File: config.mk
export PLATFORM = sky130hd
export DESIGN_NAME = regfile_issue_stage
export DESIGN_NICKNAME = d
export VERILOG_FILES = /design/src/rtl/rv32_pkg.sv /design/src/rtl/regfile_mp.sv /design/src/rtl/regfile_issue_stage.sv
export SDC_FILE = /design/constraint.sdc
export NUM_CORES = 2
export LEC_CHECK = 0
export ABC_AREA = 0
export CORE_MARGIN = 8
export CORE_UTILIZATION = 40
export DETAILED_ROUTE_END_ITERATION = 8
export GPL_ROUTABILITY_DRIVEN = 1
export PLACE_DENSITY_LB_ADDON = 0.08
export RECOVER_POWER = 25
export SYNTH_ARGS = -nofsm -noshare
export SYNTH_HDL_FRONTEND = slang
export SYNTH_HIERARCHICAL = 1
export SYNTH_SLANG_ARGS = --single-unit
File: constraint.sdc
create_clock -name clk -period 4.75 [get_ports clk]
set_input_delay 0.95 -clock clk [delete_from_list [all_inputs] [get_ports clk]]
set_output_delay 0.95 -clock clk [all_outputs]
set_load 0.1 [all_outputs]
File: src/rtl/rv32_pkg.sv
// Packet types shared between decode, issue and writeback.
package rv32_pkg;
  localparam int PKT_XLEN = 32;
  localparam int PKT_AW   = 5;

  typedef struct packed {
    logic [PKT_AW-1:0]   rs1_sel;
    logic [PKT_AW-1:0]   rs2_sel;
    logic [PKT_AW-1:0]   rd_sel;
    logic                rd_wen;
    logic [31:0]         imm32;
    logic [3:0]          alu_op;
    logic [31:0]         pc;
    logic                valid_opcode;
    logic                dont_forward;
  } rv32_instr_packet_t;

  typedef struct packed {
    logic                wb_enable;
    logic                valid_opcode;
    logic [PKT_AW-1:0]   wb_addr;
    logic [PKT_XLEN-1:0] wb_data;
  } rv32_mem2wb_packet_t;

  typedef struct packed {
    logic [PKT_XLEN-1:0] rs1_value;
    logic [PKT_XLEN-1:0] rs2_value;
    logic [PKT_AW-1:0]   rs1_sel;
    logic [PKT_AW-1:0]   rs2_sel;
    logic [PKT_AW-1:0]   rd_sel;
    logic                rd_wen;
    logic [31:0]         imm32;
    logic [3:0]          alu_op;
    logic [31:0]         pc;
    logic                valid_opcode;
    logic                dont_forward;
  } rv32_issue_packet_t;
endpackage

File: src/rtl/regfile_mp.sv
// Multi-write-port register file: highest-indexed port wins, reads bypass same-cycle writes.
module regfile_mp #(
  parameter int XLEN  = 32,
  parameter int NREGS = 32,
  parameter int NWB   = 2,
  localparam int AW   = $clog2(NREGS)
) (
  input  logic                      clk,
  input  logic                      resetn,
  input  logic [NWB-1:0]            wb_we,
  input  logic [NWB-1:0][AW-1:0]    wb_addr,
  input  logic [NWB-1:0][XLEN-1:0]  wb_data,
  input  logic [1:0][AW-1:0]        rd_addr,
  output logic [1:0][XLEN-1:0]      rd_data
);
  logic [NREGS-1:0][XLEN-1:0] regs;
  logic [NREGS-1:0][XLEN-1:0] wr_val;
  logic [NREGS-1:0]           wr_en;

  // Later ports overwrite earlier ones, giving the highest index priority.
  always_comb begin
    wr_en  = '0;
    wr_val = '0;
    for (int p = 0; p < NWB; p++) begin
      if (wb_we[p] && wb_addr[p] != '0) begin
        wr_en[wb_addr[p]]  = 1'b1;
        wr_val[wb_addr[p]] = wb_data[p];
      end
    end
  end

  always_ff @(posedge clk or negedge resetn) begin
    if (!resetn) begin
      regs <= '0;
    end else begin
      for (int r = 1; r < NREGS; r++) begin
        if (wr_en[r]) regs[r] <= wr_val[r];
      end
    end
  end

  for (genvar gi = 0; gi < 2; gi++) begin : g_rd
    logic [XLEN-1:0] val;
    always_comb begin
      val = (rd_addr[gi] == '0) ? '0 : regs[rd_addr[gi]];
      for (int p = 0; p < NWB; p++) begin
        if (wb_we[p] && wb_addr[p] == rd_addr[gi] && rd_addr[gi] != '0) val = wb_data[p];
      end
    end
    assign rd_data[gi] = val;
  end
endmodule

File: src/rtl/regfile_issue_stage.sv
// Issue stage: operand read with writeback bypass, busy scoreboard, one-entry issue register.
module regfile_issue_stage
  import rv32_pkg::*;
#(
  parameter int XLEN  = 32,
  parameter int NREGS = 32,
  parameter int NWB   = 2,
  localparam int AW   = $clog2(NREGS),
  localparam int CW   = $clog2(NWB + 1)
) (
  input  logic                clk,
  input  logic                resetn,
  input  logic                in_valid,
  output logic                in_ready,
  input  rv32_instr_packet_t  in_pkt,
  input  rv32_mem2wb_packet_t wb_pkt [NWB],
  output logic                out_valid,
  input  logic                out_ready,
  output rv32_issue_packet_t  out_pkt,
  input  logic                flush,
  output logic [CW-1:0]       commit_count,
  output logic [31:0]         stall_cycles
);
  logic [NWB-1:0]           wb_we;
  logic [NWB-1:0][AW-1:0]   wb_addr;
  logic [NWB-1:0][XLEN-1:0] wb_data;
  logic [1:0][AW-1:0]       rd_addr;
  logic [1:0][XLEN-1:0]     rd_data;
  logic [NREGS-1:0]         busy, busy_eff, clr_mask, set_mask, flush_mask;
  logic [AW-1:0]            rs1, rs2, rd, out_rd;
  logic                     hazard, accept;
  rv32_issue_packet_t       issue_next;

  for (genvar gi = 0; gi < NWB; gi++) begin : g_wb
    assign wb_addr[gi] = wb_pkt[gi].wb_addr[AW-1:0];
    assign wb_data[gi] = wb_pkt[gi].wb_data[XLEN-1:0];
    assign wb_we[gi]   = wb_pkt[gi].wb_enable && wb_pkt[gi].valid_opcode && (wb_addr[gi] != '0);
  end

  always_comb begin
    clr_mask     = '0;
    commit_count = '0;
    for (int p = 0; p < NWB; p++) begin
      if (wb_we[p]) clr_mask[wb_addr[p]] = 1'b1;
      if (wb_pkt[p].wb_enable) commit_count = commit_count + CW'(1);
    end
  end

  assign rs1     = in_pkt.rs1_sel[AW-1:0];
  assign rs2     = in_pkt.rs2_sel[AW-1:0];
  assign rd      = in_pkt.rd_sel[AW-1:0];
  assign out_rd  = out_pkt.rd_sel[AW-1:0];
  assign rd_addr = {rs2, rs1};

  // A producer retiring this cycle no longer blocks its consumers.
  assign busy_eff = busy & ~clr_mask;
  assign hazard   = busy_eff[rs1] || busy_eff[rs2] || (in_pkt.rd_wen && busy_eff[rd]);
  assign in_ready = !hazard && (!out_valid || out_ready) && !flush;
  assign accept   = in_valid && in_ready;

  always_comb begin
    set_mask   = '0;
    flush_mask = '0;
    if (accept && in_pkt.rd_wen && in_pkt.valid_opcode && rd != '0) set_mask[rd] = 1'b1;
    if (flush && out_valid && out_pkt.rd_wen && out_pkt.valid_opcode) flush_mask[out_rd] = 1'b1;
  end

  regfile_mp #(.XLEN(XLEN), .NREGS(NREGS), .NWB(NWB)) u_rf (
    .clk     (clk),
    .resetn  (resetn),
    .wb_we   (wb_we),
    .wb_addr (wb_addr),
    .wb_data (wb_data),
    .rd_addr (rd_addr),
    .rd_data (rd_data)
  );

  always_comb begin
    issue_next              = '0;
    issue_next.rs1_value    = PKT_XLEN'(rd_data[0]);
    issue_next.rs2_value    = PKT_XLEN'(rd_data[1]);
    issue_next.rs1_sel      = in_pkt.rs1_sel;
    issue_next.rs2_sel      = in_pkt.rs2_sel;
    issue_next.rd_sel       = in_pkt.rd_sel;
    issue_next.rd_wen       = in_pkt.rd_wen;
    issue_next.imm32        = in_pkt.imm32;
    issue_next.alu_op       = in_pkt.alu_op;
    issue_next.pc           = in_pkt.pc;
    issue_next.valid_opcode = in_pkt.valid_opcode;
    issue_next.dont_forward = in_pkt.dont_forward;
  end

  always_ff @(posedge clk or negedge resetn) begin
    if (!resetn) begin
      busy         <= '0;
      out_valid    <= 1'b0;
      out_pkt      <= '0;
      stall_cycles <= '0;
    end else begin
      // A new producer setting a bit overrides a same-cycle clear.
      busy <= (busy & ~clr_mask & ~flush_mask) | set_mask;
      if (flush) begin
        out_valid <= 1'b0;
      end else if (accept) begin
        out_valid <= 1'b1;
        out_pkt   <= issue_next;
      end else if (out_ready) begin
        out_valid <= 1'b0;
      end
      if (in_valid && hazard && stall_cycles != '1) stall_cycles <= stall_cycles + 32'd1;
    end
  end
endmodule

==> reports/qor_table.md <==
| Step | Parameter | Value |
| --- | --- | --- |
| floorplanning | Total Die Area | 199,200 µm² |
| finish | Number of inserted filler cells in the final layout | 17,162 |
| finish | Area delta synth->final | 18.27% |
| clocking | Clock input transition at the sequential cells of the worst setup and hold paths | 0.05 ns |
| finish | Count of nets after finishing | 7,494 |
| placed design | Half-perimeter wire length after placement | 210,800 µm |
| global route | Maximum number of pins on one net before global-route repair | 120 |
| clocking | Number of buffers created by CTS | 149 |
| timing | Worst rel slew slack | -186.2% |
| yosys | Instance count of the mapped netlist | 7,179 |
| floorplanning | Chip width | 446.3 µm |
| routing | Routed wire per std cell | 34.06 µm |
| global route | Gr usage total | 32.84% |
| floorplanning | Top-level port count | 355 |
| yosys | Main area contributors after synthesis | dfrtp_1, mux2i_1, mux4_2 |
| global route | First-pass GRT wire length | 476,200 µm |
| clocking | Number of H-tree levels | 4 |
| clocking | Maximum count of clock buffers along a single path | 3 |
| yosys | Avg Inst Size Synth | 10.32 µm² |
| yosys | Cell accounting for the most synthesized area | dfrtp_1 |
| worst setup path | Category of the most critical setup path | input port to output port |
| finish | Area of the multi-input gates | 40,770 µm² |
| worst setup path | Crit end category | output port |
| timing | Worst slew pin tran | 4.294 ns |
| finish | Fraction of final layout cells with drive strength greater than 1 | 19.53% |
| worst setup path | WP data required | 3.80 ns |
| timing | Setup TNS after final layout | 0 ns |
| timing | Shortest period the worst path allows | 4.647 ns |
| yosys | Number of storage elements in the synthesis netlist | 1,207 |
| timing | Max Freq | 0.2152 GHz |
| hold path | Path category of the worst min-delay check | flip-flop to flip-flop |
| floorplanning | Core footprint | 184,600 µm² |
| routing | Number of iterations in the first detailed-routing pass | 8 |
| yosys | Top cell type's share of synthesized area | 40.78% |
| timing | Fraction of the cycle the final worst path needs | 97.83% |
| routing | Number of DRC violations after detailed routing | 0 |
| timing | Final-layout worst hold slack | 0.4822 ns |
| finish | Area of all sequential standard cells | 30,200 µm² |
| timing | Skew final | 0.03154 ns |
| run status | Failing checks | capacitance limit, slew limit |
| timing | Number of max-slew violations in the final report | 109 |
| placed design | Port Buf Inserts | 354 |
| floorplanning | Floorplan die height | 446.3 µm |
| routing | Violation count after the first detailed-routing iteration | 7,507 |
| yosys | Number of flops mapped to enable cells by yosys | 0 |
| global route | Initial antenna violation count | 13 |
| yosys | Mapped Area | 74,070 µm² |
| worst setup path | Data arrival time of the worst path | 3.70 ns |
| yosys | Yosys warning count | 70 |
| global route | Number of global-route vias before repair | 60,274 |
| power | Power density relative to cell area | 445.0 nW/µm² |
| timing | Final setup fails | 0 |
| placed design | RePlAce Congestion | 0.8859 |
| routing | Routed via count | 62,511 |
| yosys | Register area share after synthesis | 40.78% |
| clocking | Hold buffer count at cts | 0 |
| floorplanning | Standard-cell rows | 158 |
| yosys | Unique cell type count in the Yosys netlist | 84 |
| flow run | Max Cap Violations | 1 |
| yosys | Share of synthesized registers carrying an async set or reset | 100.0% |
| power | Worst IR drop on VDD | 0.0004603 V |
| yosys | Top flip-flop cell by instance count after synthesis | dfrtp_1 |
| clocking | Clock net sink count | 1,207 |
| timing | Hold violation count in the final report | 0 |
| power | Lkg Pwr | 38.13 nW |
| routing | DRT antenna net count | 0 |
| routing | WL final | 337,900 µm |
| yosys | Mapped Nets | 7,350 |
| worst setup path | Worst setup SP type | input port |
| clocking | Clock latency at the later pin of the worst-skew pair | 0.82 ns |
| worst setup path | Top fanout value on the critical path | 8 |
| clocking | Clk Tree Root Cell | clkbuf_16 |
| clocking | CTS tree | done |
| routing | Average vias per placed instance | 6.301 |
| global route | Total congestion overflow after global routing | 0 |
| floorplanning | Effective utilization at floorplan | 40.11% |
| run status | Run status | finished, violations left |
==> Yosys cell counts (53+ instances only) <==
master    count
mux2_1       69
o21ai_0     452
mux2i_1    1141
o22ai_1     105
a211oi_1     64
a21oi_1     699
dfrtp_1    1207
buf_2       147
buf_1        95
clkbuf_1    467
nor3_1       65
nor2_1      741
buf_4        65
nand3_1      58
mux2_2      202
nor2b_1      53
mux4_2      373
nand2_1     538
==> where the power goes <==
part	total, mW	leakage [nW]	internal, mW	switching [mW]
sequential	15.0	15.2	12.9	2.11
clock	11.6	2.37	6.76	4.83
combinational	12.4	20.6	4.90	7.54
total	39.0	38.1	24.5	14.5
==> logic make-up (layout without fill, tap and decap cells) <==
| kind of cell | Yosys count | count (layout) | synth area share, % |
|---|---|---|---|
| fa+ha+maj | 2 | 2 | 0.03378 |
| xor+xnor | 51 | 51 | 0.6031 |
| buf+inv | 847 | 1101 | 5.203 |
| mux | 1785 | 1785 | 30.88 |
| other cells | 0 | 8 | 0 |
| flops | 1207 | 1207 | 40.78 |
| compound gates | 1612 | 1612 | 12.62 |
| simple gates | 1675 | 1675 | 9.877 |
==> worst max-delay path, stage by stage <==
cell,delay [ns]
clkdlybuf4s15_2,0.25
buf_4,0.17
or3_1,0.40
o221a_4,0.26
mux4_2,0.44
mux2_4,0.29
a21oi_2,0.13
o211ai_1,0.22
nor2_1,0.22
and2_4,0.18
buf_12,0.16
==> flip-flops by register name, summed over array words and instances (netlist names) <==
signal        flops
out_pkt         145
stall_cycles     32
out_rd            5
busy             32
u_rf/regs       992
out_valid         1
==> final timing paths <==
kind	startpoint	endpoint	slack [ns]	cells after the start
setup / recovery	wb_pkt[74]	in_ready	0.10	11
hold / removal	out_pkt[79]$_DFFE_PN0P_	out_pkt[79]$_DFFE_PN0P_	0.48	2
setup reg to reg	busy[6]$_DFF_PN0_	busy[22]$_DFF_PN0_	1.32	12
hold reg to reg	out_pkt[79]$_DFFE_PN0P_	out_pkt[79]$_DFFE_PN0P_	0.48	2
max in group asynchronous	resetn	u_rf/regs[931]$_DFFE_PN0P_	0.55	2
min in group asynchronous	resetn	u_rf/regs[802]$_DFFE_PN0P_	1.63	1
==> repair_timing <==
item	4_1_cts	5_1_grt
pin swaps	5	7
resized for setup	61	40
endpoints found under the setup margin	1	1
buffers inserted	4	1
==> routing by layer <==
metal	vias up	track usage, %	wire, µm
met4	10	13.66	15880
met5	-	0	68
met3	718	7.493	31170
met2	3367	49.14	148700
met1	31925	45.96	142000
li1	26491	-	-
==> layout by cell type (no fill, tap or decap), types with 124 or more instances in the layout <==
| cell | netlist | layout |
|---|---|---|
| a21oi_1 | 699 | 696 |
| clkdlybuf4s50_1 | 0 | 325 |
| buf_4 | 65 | 337 |
| mux2_2 | 202 | 201 |
| buf_12 | 0 | 124 |
| nand2_1 | 538 | 509 |
| o21ai_0 | 452 | 445 |
| mux4_2 | 373 | 373 |
| dfrtp_1 | 1207 | 1207 |
| nor2_1 | 741 | 713 |
| mux2i_1 | 1141 | 1141 |
| clkbuf_16 | 0 | 155 |
==> layout make-up <==
| class | count | share of cell area (%) |
|---|---|---|
| clock inverters | 29 | 0.4099 |
| clock buffers | 232 | 5.123 |
| inverters | 17 | 0.07284 |
| diodes | 8 | 0.02285 |
| well taps | 2480 | 3.542 |
| multi-input cells | 5125 | 46.54 |
| repair buffers | 823 | 9.805 |
| flip-flops and latches | 1207 | 34.48 |
==> metrics by stage <==
| stage | std cells | setup slack, ns | utilization (%) | cell area, µm² | total power, mW |
|---|---|---|---|---|---|
| finish | 9921 | 0.1032 | 47.44 | 87600 | 38.98 |
| global route | 9915 | -0.004590 | 47.44 | 87590 | 40.50 |
| CTS | 9912 | 0.03602 | 47.41 | 87550 | 39.05 |
| detailed placement | 9647 | -0.4216 | 44.70 | 82530 | 27.40 |
| global placement | 9647 | -0.4381 | 44.70 | 82530 | 27.16 |
| floorplan | 7179 | 0.2165 | - | 74070 | 23.38 |
No activity file was read; power rests on OpenSTA's default activity.
